[config.mk]
export PLATFORM = sky130hd
export DESIGN_NAME = inst_ram_loader_flat
export DESIGN_NICKNAME = d
export VERILOG_FILES = /design/src/rtl/inst_ram_pkg.sv /design/src/rtl/inst_ram_loader_if.sv /design/src/rtl/byte_word_packer.sv /design/src/rtl/inst_ram_loader.sv /design/src/flat_wrapper.sv
export SDC_FILE = /design/constraint.sdc
export NUM_CORES = 1
export LEC_CHECK = 0
export BUFFER_PORTS_ARGS = -buffer_cell sky130_fd_sc_hd__clkbuf_2
export CAP_MARGIN = 40
export CORE_UTILIZATION = 50
export DETAILED_ROUTE_END_ITERATION = 10
export HOLD_SLACK_MARGIN = 0.1
export PLACE_DENSITY = 0.73
export SKIP_CTS_REPAIR_TIMING = 1
export SYNTH_ARGS = -nofsm -noshare
export SYNTH_HDL_FRONTEND = slang
export SYNTH_SLANG_ARGS = --single-unit
[constraint.sdc]
create_clock -name clk0 -period 2.33 [get_ports clk0]
set_clock_uncertainty 0.05 [all_clocks]
set_input_delay 0.233 -clock clk0 [delete_from_list [all_inputs] [get_ports clk0]]
set_output_delay 0.233 -clock clk0 [all_outputs]
set_load 0.01 [all_outputs]
[src/rtl/inst_ram_pkg.sv]
// Shared types and constants for the instruction-RAM loader.
// The CSUM state exists only when INST_LOADER_CSUM_EN is defined.
package inst_ram_pkg;

    localparam int         IRAM_DEPTH     = 512;
    localparam int         IRAM_ADDR_W    = 9;
    localparam int         IRAM_DATA_W    = 32;
    localparam logic [3:0] IRAM_WMASK_ALL = 4'hF;

    typedef enum logic [2:0] {
        ST_IDLE,
        ST_HDR0,
        ST_HDR1,
        ST_DATA,
        ST_WRITE,
`ifdef INST_LOADER_CSUM_EN
        ST_CSUM,
`endif
        ST_DONE,
        ST_ERR
    } loader_state_t;

endpackage

[src/rtl/inst_ram_loader_if.sv]
// Byte-stream input plus SRAM port-0 write side of the instruction-RAM loader.
// master = loader view, slave = stream source / SRAM view.
interface inst_ram_loader_if;
    import inst_ram_pkg::*;

    logic                   in_valid;
    logic [7:0]             in_data;
    logic                   in_ready;
    logic                   csb0;
    logic                   web0;
    logic [3:0]             wmask0;
    logic [IRAM_ADDR_W-1:0] addr0;
    logic [IRAM_DATA_W-1:0] din0;

    modport master (
        input  in_valid, in_data,
        output in_ready, csb0, web0, wmask0, addr0, din0
    );

    modport slave (
        output in_valid, in_data,
        input  in_ready, csb0, web0, wmask0, addr0, din0
    );

endinterface

[src/rtl/byte_word_packer.sv]
// Little-endian 8->32 packer: three bytes are held, the fourth is combined live
// so the full word is available on the same cycle word_valid pulses.
module byte_word_packer (
    input  logic        clk0,
    input  logic        rst,
    input  logic        clr,
    input  logic        byte_en,
    input  logic [7:0]  byte_in,
    output logic        word_valid,
    output logic [31:0] word
);

    logic [1:0]  cnt_q, cnt_d;
    logic [23:0] shreg_q, shreg_d;

    always_comb begin
        // NOTE: every variable gets a default before any branch so no latch is inferred.
        cnt_d   = cnt_q;
        shreg_d = shreg_q;
        if (clr) begin
            cnt_d = '0;
        end else if (byte_en) begin
            cnt_d   = cnt_q + 2'd1;
            shreg_d = {byte_in, shreg_q[23:8]};
        end
    end

    assign word_valid = byte_en & ~clr & (cnt_q == 2'd3);
    assign word       = {byte_in, shreg_q};

    always_ff @(posedge clk0) begin
        // NOTE: sequential state uses non-blocking assignments only.
        if (rst) begin
            cnt_q   <= '0;
            shreg_q <= '0;
        end else begin
            cnt_q   <= cnt_d;
            shreg_q <= shreg_d;
        end
    end

endmodule

[src/rtl/inst_ram_loader.sv]
// Streams a length-prefixed little-endian byte image into the instruction SRAM.
// Define INST_LOADER_CSUM_EN to require a trailing XOR checksum byte.
module inst_ram_loader
    import inst_ram_pkg::*;
#(
    parameter int DEPTH  = IRAM_DEPTH,
    parameter int ADDR_W = IRAM_ADDR_W,
    parameter int DATA_W = IRAM_DATA_W
) (
    input  logic                clk0,
    input  logic                rst,
    input  logic                start,
    inst_ram_loader_if.master   bus,
    output logic                busy,
    output logic                done,
    output logic                err,
    output logic                cpu_hold
);

    localparam logic [15:0] DEPTH_N = 16'(DEPTH);

    loader_state_t     state_q, state_d;
    logic [15:0]       n_q, n_d;
    logic [ADDR_W-1:0] word_idx_q, word_idx_d;
    logic              in_ready_q, in_ready_d;
    logic              csb0_q, csb0_d;
    logic              web0_q, web0_d;
    logic [3:0]        wmask0_q, wmask0_d;
    logic [ADDR_W-1:0] addr0_q, addr0_d;
    logic [DATA_W-1:0] din0_q, din0_d;
    logic              busy_q, busy_d;
    logic              done_q, done_d;
    logic              err_q, err_d;
`ifdef INST_LOADER_CSUM_EN
    logic [7:0]        csum_q, csum_d;
`endif

    logic        accept, start_go, last_word, word_valid;
    logic [15:0] hdr_n;
    logic [31:0] word;

    assign accept    = bus.in_valid & in_ready_q;
    assign start_go  = start & (state_q == ST_IDLE || state_q == ST_DONE || state_q == ST_ERR);
    assign hdr_n     = {bus.in_data, n_q[7:0]};
    assign last_word = (16'(word_idx_q) == n_q - 16'd1);

    byte_word_packer u_packer (
        .clk0       (clk0),
        .rst        (rst),
        .clr        (start_go),
        .byte_en    (accept && state_q == ST_DATA),
        .byte_in    (bus.in_data),
        .word_valid (word_valid),
        .word       (word)
    );

    always_comb begin
        state_d    = state_q;
        n_d        = n_q;
        word_idx_d = word_idx_q;
        csb0_d     = 1'b1;
        web0_d     = 1'b1;
        wmask0_d   = wmask0_q;
        addr0_d    = addr0_q;
        din0_d     = din0_q;
`ifdef INST_LOADER_CSUM_EN
        csum_d     = csum_q;
`endif

        case (state_q)
            ST_IDLE, ST_DONE, ST_ERR: begin
                if (start_go) begin
                    state_d    = ST_HDR0;
                    n_d        = '0;
                    word_idx_d = '0;
`ifdef INST_LOADER_CSUM_EN
                    csum_d     = '0;
`endif
                end
            end
            ST_HDR0: begin
                if (accept) begin
                    n_d[7:0] = bus.in_data;
                    state_d  = ST_HDR1;
                end
            end
            ST_HDR1: begin
                if (accept) begin
                    n_d = hdr_n;
                    if (hdr_n == 16'd0) begin
`ifdef INST_LOADER_CSUM_EN
                        state_d = ST_CSUM;
`else
                        state_d = ST_DONE;
`endif
                    end else if (hdr_n > DEPTH_N) begin
                        state_d = ST_ERR;
                    end else begin
                        state_d = ST_DATA;
                    end
                end
            end
            ST_DATA: begin
                if (accept) begin
`ifdef INST_LOADER_CSUM_EN
                    csum_d = csum_q ^ bus.in_data;
`endif
                    // Port-0 strobes are registered, so they are set up on the 4th byte.
                    if (word_valid) begin
                        state_d  = ST_WRITE;
                        csb0_d   = 1'b0;
                        web0_d   = 1'b0;
                        wmask0_d = IRAM_WMASK_ALL;
                        addr0_d  = word_idx_q;
                        din0_d   = DATA_W'(word);
                    end
                end
            end
            ST_WRITE: begin
                word_idx_d = word_idx_q + 1'b1;
                if (last_word) begin
`ifdef INST_LOADER_CSUM_EN
                    state_d = ST_CSUM;
`else
                    state_d = ST_DONE;
`endif
                end else begin
                    state_d = ST_DATA;
                end
            end
`ifdef INST_LOADER_CSUM_EN
            ST_CSUM: begin
                if (accept) begin
                    state_d = (bus.in_data == csum_q) ? ST_DONE : ST_ERR;
                end
            end
`endif
            default: state_d = ST_IDLE;
        endcase

        in_ready_d = (state_d == ST_HDR0) || (state_d == ST_HDR1) || (state_d == ST_DATA)
`ifdef INST_LOADER_CSUM_EN
                     || (state_d == ST_CSUM)
`endif
                     ;
        done_d = (state_d == ST_DONE);
        err_d  = (state_d == ST_ERR);
        busy_d = !(state_d == ST_IDLE || state_d == ST_DONE || state_d == ST_ERR);
    end

    always_ff @(posedge clk0) begin
        if (rst) begin
            state_q    <= ST_IDLE;
            n_q        <= '0;
            word_idx_q <= '0;
            in_ready_q <= 1'b0;
            csb0_q     <= 1'b1;
            web0_q     <= 1'b1;
            wmask0_q   <= '0;
            addr0_q    <= '0;
            din0_q     <= '0;
            busy_q     <= 1'b0;
            done_q     <= 1'b0;
            err_q      <= 1'b0;
`ifdef INST_LOADER_CSUM_EN
            csum_q     <= '0;
`endif
        end else begin
            state_q    <= state_d;
            n_q        <= n_d;
            word_idx_q <= word_idx_d;
            in_ready_q <= in_ready_d;
            csb0_q     <= csb0_d;
            web0_q     <= web0_d;
            wmask0_q   <= wmask0_d;
            addr0_q    <= addr0_d;
            din0_q     <= din0_d;
            busy_q     <= busy_d;
            done_q     <= done_d;
            err_q      <= err_d;
`ifdef INST_LOADER_CSUM_EN
            csum_q     <= csum_d;
`endif
        end
    end

    assign bus.in_ready = in_ready_q;
    assign bus.csb0     = csb0_q;
    assign bus.web0     = web0_q;
    assign bus.wmask0   = wmask0_q;
    assign bus.addr0    = addr0_q;
    assign bus.din0     = din0_q;
    assign busy         = busy_q;
    assign done         = done_q;
    assign err          = err_q;
    assign cpu_hold     = busy_q;

endmodule
[src/flat_wrapper.sv]
// flat-port wrapper written by rule: the top's interface ports become plain ports
module inst_ram_loader_flat import inst_ram_pkg::*;
#(
    parameter int DEPTH  = IRAM_DEPTH,
    parameter int ADDR_W = IRAM_ADDR_W,
    parameter int DATA_W = IRAM_DATA_W
)
  (clk0, rst, start, busy, done, err, cpu_hold, bus_in_valid, bus_in_data, bus_in_ready, bus_csb0, bus_web0, bus_wmask0, bus_addr0, bus_din0);
  inst_ram_loader_if bus_i ();
  input  logic clk0;
  input  logic rst;
  input  logic start;
  output logic busy;
  output logic done;
  output logic err;
  output logic cpu_hold;
  input wire logic [$bits(bus_i.in_valid)-1:0] bus_in_valid;
  input wire logic [$bits(bus_i.in_data)-1:0] bus_in_data;
  output wire logic [$bits(bus_i.in_ready)-1:0] bus_in_ready;
  output wire logic [$bits(bus_i.csb0)-1:0] bus_csb0;
  output wire logic [$bits(bus_i.web0)-1:0] bus_web0;
  output wire logic [$bits(bus_i.wmask0)-1:0] bus_wmask0;
  output wire logic [$bits(bus_i.addr0)-1:0] bus_addr0;
  output wire logic [$bits(bus_i.din0)-1:0] bus_din0;
  assign bus_i.in_valid = bus_in_valid;
  assign bus_i.in_data = bus_in_data;
  assign bus_in_ready = bus_i.in_ready;
  assign bus_csb0 = bus_i.csb0;
  assign bus_web0 = bus_i.web0;
  assign bus_wmask0 = bus_i.wmask0;
  assign bus_addr0 = bus_i.addr0;
  assign bus_din0 = bus_i.din0;
  inst_ram_loader #(.DEPTH(DEPTH), .ADDR_W(ADDR_W), .DATA_W(DATA_W)) u_core (.clk0(clk0), .rst(rst), .start(start), .bus(bus_i), .busy(busy), .done(done), .err(err), .cpu_hold(cpu_hold));
endmodule
==> impl_metrics.csv <==
group,metric,value,unit
power,peakVddDrop,0.336,mV
detailed_routing,drc_errors,0,
detailed_routing,drtAntennaViolNets,0,
detailed_routing,vias_per_cell,5.62,
die,die_w,96.2,um
power,finalPower,3.16,mW
synth,syn_avg_cell_area,7.88,um^2
global_route,grtUsageMet3,4.19,%
power,p_comb_share,9.7,%
synth,netlist_instances,563,
cells_and_area,layout_commonest_cell,"nand2_1",
setup_path,worst_setup_path_end_kind,"register",
global_route,busiest_layer,"met2",
global_route,gr-total-overflow,0,
power,power_density,602,nW/um^2
worst_hold_path,hold_path_depth,3,
die,die_h,96.2,um
cells_and_area,area_delta_synth_final,18.2,%
setup_path,worstRegToRegCells,8,
cts,h-tree-depth,3,
detailed_routing,drt-pass1-iter-count,5,
global_route,grt_usage,24.5,%
setup_path,worst-setup-path-type,"reg -> reg",
timing,fin_crit_sh,103,%
setup_path,crit_path_start_kind,"register",
setup_path,path_cells,"inv_2 -> ha_4 -> or3b_4 -> or4_4 -> xnor2_4 -> a2111oi_2 -> a31o_2 -> o211a_1",
placement,place_ws,-0.0952,ns
synth,synth_ff_type,"dfxtp_1",
placement,placed_cells,722,
timing,rsz0062_at_grt,"yes",
die,initial_core_util,51.4,%
synth,synth_top_area_share,45.6,%
global_route,grt_max_degree,52,
cts,clk_pin_slew,0.11,ns
cts,cts-buffers-inserted,9,
synth,async_flop_share,0,%
cells_and_area,final_nets,640,
global_route,met1_usage,31.5,%
run_status,violations,"setup timing",
power,net-switching-power,0.860,mW
synth,synth.distinct_cells,58,
timing,worst_slack,-0.0796,ns
synth,synth_area_leaders,"dfxtp_1 46%, nand2_1 12%, a21oi_1 9.9%",
worst_hold_path,hold_path.class,"in -> reg",
power,seqPwrFrac,55.4,%
setup_path,arrival,2.67,ns
placement,portBuffers,63,
cells_and_area,diodes,0,
cells_and_area,final_cell_count_no_fill,738,
synth,yosys.area.top_type,"dfxtp_1",
timing,report.final.slew_viol_count,0,
power,p_sw_share,27.3,%
die,boundaryPins,64,
detailed_routing,wl,10900,um
synth,synth_edf_count,0,
timing,worst_pin_slew,0.787,ns
detailed_routing,routedWlPerCell,14.7,um
run_status,status,"finished, violations left",
power,p_int,2.30,mW
setup_path,cpLargestDelayFamily,"simple AND/OR/NAND/NOR gates",
synth,yosys_warnings,0,
cells_and_area,final_cell_mix,"147 x nand2_1, 99 x dfxtp_1, 88 x a21oi_1, 62 x clkbuf_2, 34 x buf_4",
setup_path,cp.required,2.59,ns
cts,cts_tree,"done",
synth,synthesis.nets,578,
setup_path,crit_fanout,2,
synth,synth_seq_area_share,45.6,%
timing,relSlewSlack,47.5,%
timing,hold_violations,0,
setup_path,slowest_stage,"or4_4",
cells_and_area,design_area,5250,um^2
timing,finalCriticalPeriod,2.41,ns
synth,synth-seq-cells,101,
setup_path,slowest_delay,0.47,ns
die,core_area,8640,um^2
cts,clock-sinks,101,
placement,place.detailed.hpwl,7540,um
global_route,met2_usage,41.5,%
timing,finalSetupViolations,2,
global_route,antenna_found_initial,0,
timing,fmax,415,MHz
power,p_leak,1.97,nW
detailed_routing,num_vias,4151,
global_route,grt_pass1_vias,3725,
setup_path,critPathBufInv,1,
cts,root_buffer,"clkbuf_8",
die,dieArea,9250,um^2
cts,worstSkewPairLatency,0.37,ns
placement,placed_area,4970,um^2
job,drv_cap,0,
die,floorplan.rows,34,
synth,netlist_area,4440,um^2
setup_path,path_depth,8,
cts,cts_buffer_depth,2,
global_route,grt_pass1_wl,17500,um
detailed_routing,drtIter0Drc,192,
placement,place_congestion,0.912,
cells_and_area,drive_above_1_share,22.4,%
power,clkPwrFrac,34.9,%
-- worst min-delay path, cell delays in order --
cell      delay, ns
clkbuf_2       0.15
nand2_1        0.08
a21oi_1        0.05
-- sequential cells by signal, summed over array words and instances (netlist names) --
signal                   count
u_core.bus.din0             32
u_core.u_packer.shreg_q     24
u_core.n_q                  16
u_core.bus.addr0             9
u_core.word_idx_q            9
u_core.state_q               3
u_core.u_packer.cnt_q        2
u_core.bus.csb0              1
u_core.bus.in_ready          1
u_core.bus.wmask0            1
u_core.busy                  1
u_core.done                  1
u_core.err                   1
-- metrics by stage --
stage / hold WS [ns] / setup TNS, ns / utilization, %
3_3_place_gp: 0.393 / 0 / 57.5
6_report: 0.136 / -0.155 / 60.7
4_1_cts: 0.136 / -0.439 / 59.9
3_5_place_dp: 0.397 / -0.327 / 57.6
5_1_grt: 0.152 / -0.340 / 60.7
2_1_floorplan: 0.319 / -0.136 / -
-- per-layer routing --
metal  up-vias  share of wire (%)
met5         -                  0
met4         0                1.9
met3        24                4.6
met2       127                 48
met1      1956                 45
li1       2044                  -
-- cells in the mapped netlist (2+ instances only) --
| library cell | number |
|---|---|
| nand2_1 | 147 |
| nand4_1 | 2 |
| nor3b_1 | 5 |
| a31oi_1 | 3 |
| buf_4 | 5 |
| a21oi_1 | 88 |
| or2_2 | 2 |
| nand3_1 | 12 |
| or3_1 | 5 |
| inv_1 | 6 |
| xnor2_1 | 12 |
| nand2b_1 | 3 |
| a311o_1 | 2 |
| a311oi_1 | 2 |
| dfxtp_1 | 101 |
| and3_1 | 4 |
| nor4_1 | 4 |
| a22oi_1 | 9 |
| a2bb2oi_1 | 2 |
| o211ai_1 | 2 |
| o31ai_1 | 2 |
| a211oi_1 | 3 |
| nor2b_1 | 3 |
| o21a_1 | 4 |
| nor3_1 | 15 |
| o21ai_0 | 6 |
| clkbuf_1 | 38 |
| or4_1 | 4 |
| xor2_1 | 6 |
| o211a_1 | 2 |
| buf_6 | 2 |
| and2_1 | 2 |
| ha_1 | 3 |
| nand3b_1 | 8 |
| nor2_1 | 26 |
-- kinds of logic after synthesis --
family | count (synthesis) | share of synthesized area (%)
mux | 2 | 0.479
compound gates | 134 | 17.9
flops | 101 | 45.6
buf+inv | 53 | 5.27
fa+ha+maj | 3 | 0.846
simple gates | 251 | 26.0
xor+xnor | 19 | 3.92
-- layout make-up --
| type | instances | area [um^2] |
|---|---|---|
| Clock buffer | 9 | 124 |
| Clock inverter | 7 | 75.1 |
| Fill cell | 799 | 3390 |
| Inverter | 6 | 22.5 |
| Multi-Input combinational cell | 409 | 2290 |
| Sequential cell | 101 | 2020 |
| Tap cell | 108 | 135 |
| Timing Repair Buffer | 98 | 576 |
-- power groups by stage --
stage	logic, mW	clock network (mW)	registers [mW]
floorplan	0.183	0	1.79
global placement	0.275	0	1.79
detailed placement	0.281	0	1.79
CTS	0.283	1.13	1.75
global route	0.331	1.21	1.75
finish	0.307	1.10	1.75
-- final timing paths --
| path | startpoint | end | slack (ns) |
|---|---|---|---|
| worst max-delay path | u_core.n_q[1] | u_core.busy | -0.08 |
| worst min-delay path | bus_in_data[3] | u_core.u_packer.shreg_q[19] | 0.14 |
| worst max register to register | u_core.n_q[1] | u_core.busy | -0.08 |
| worst min register to register | u_core.u_packer.shreg_q[4] | u_core.bus.din0[4] | 0.41 |
Note: power is estimated with default switching activity, not from simulation.
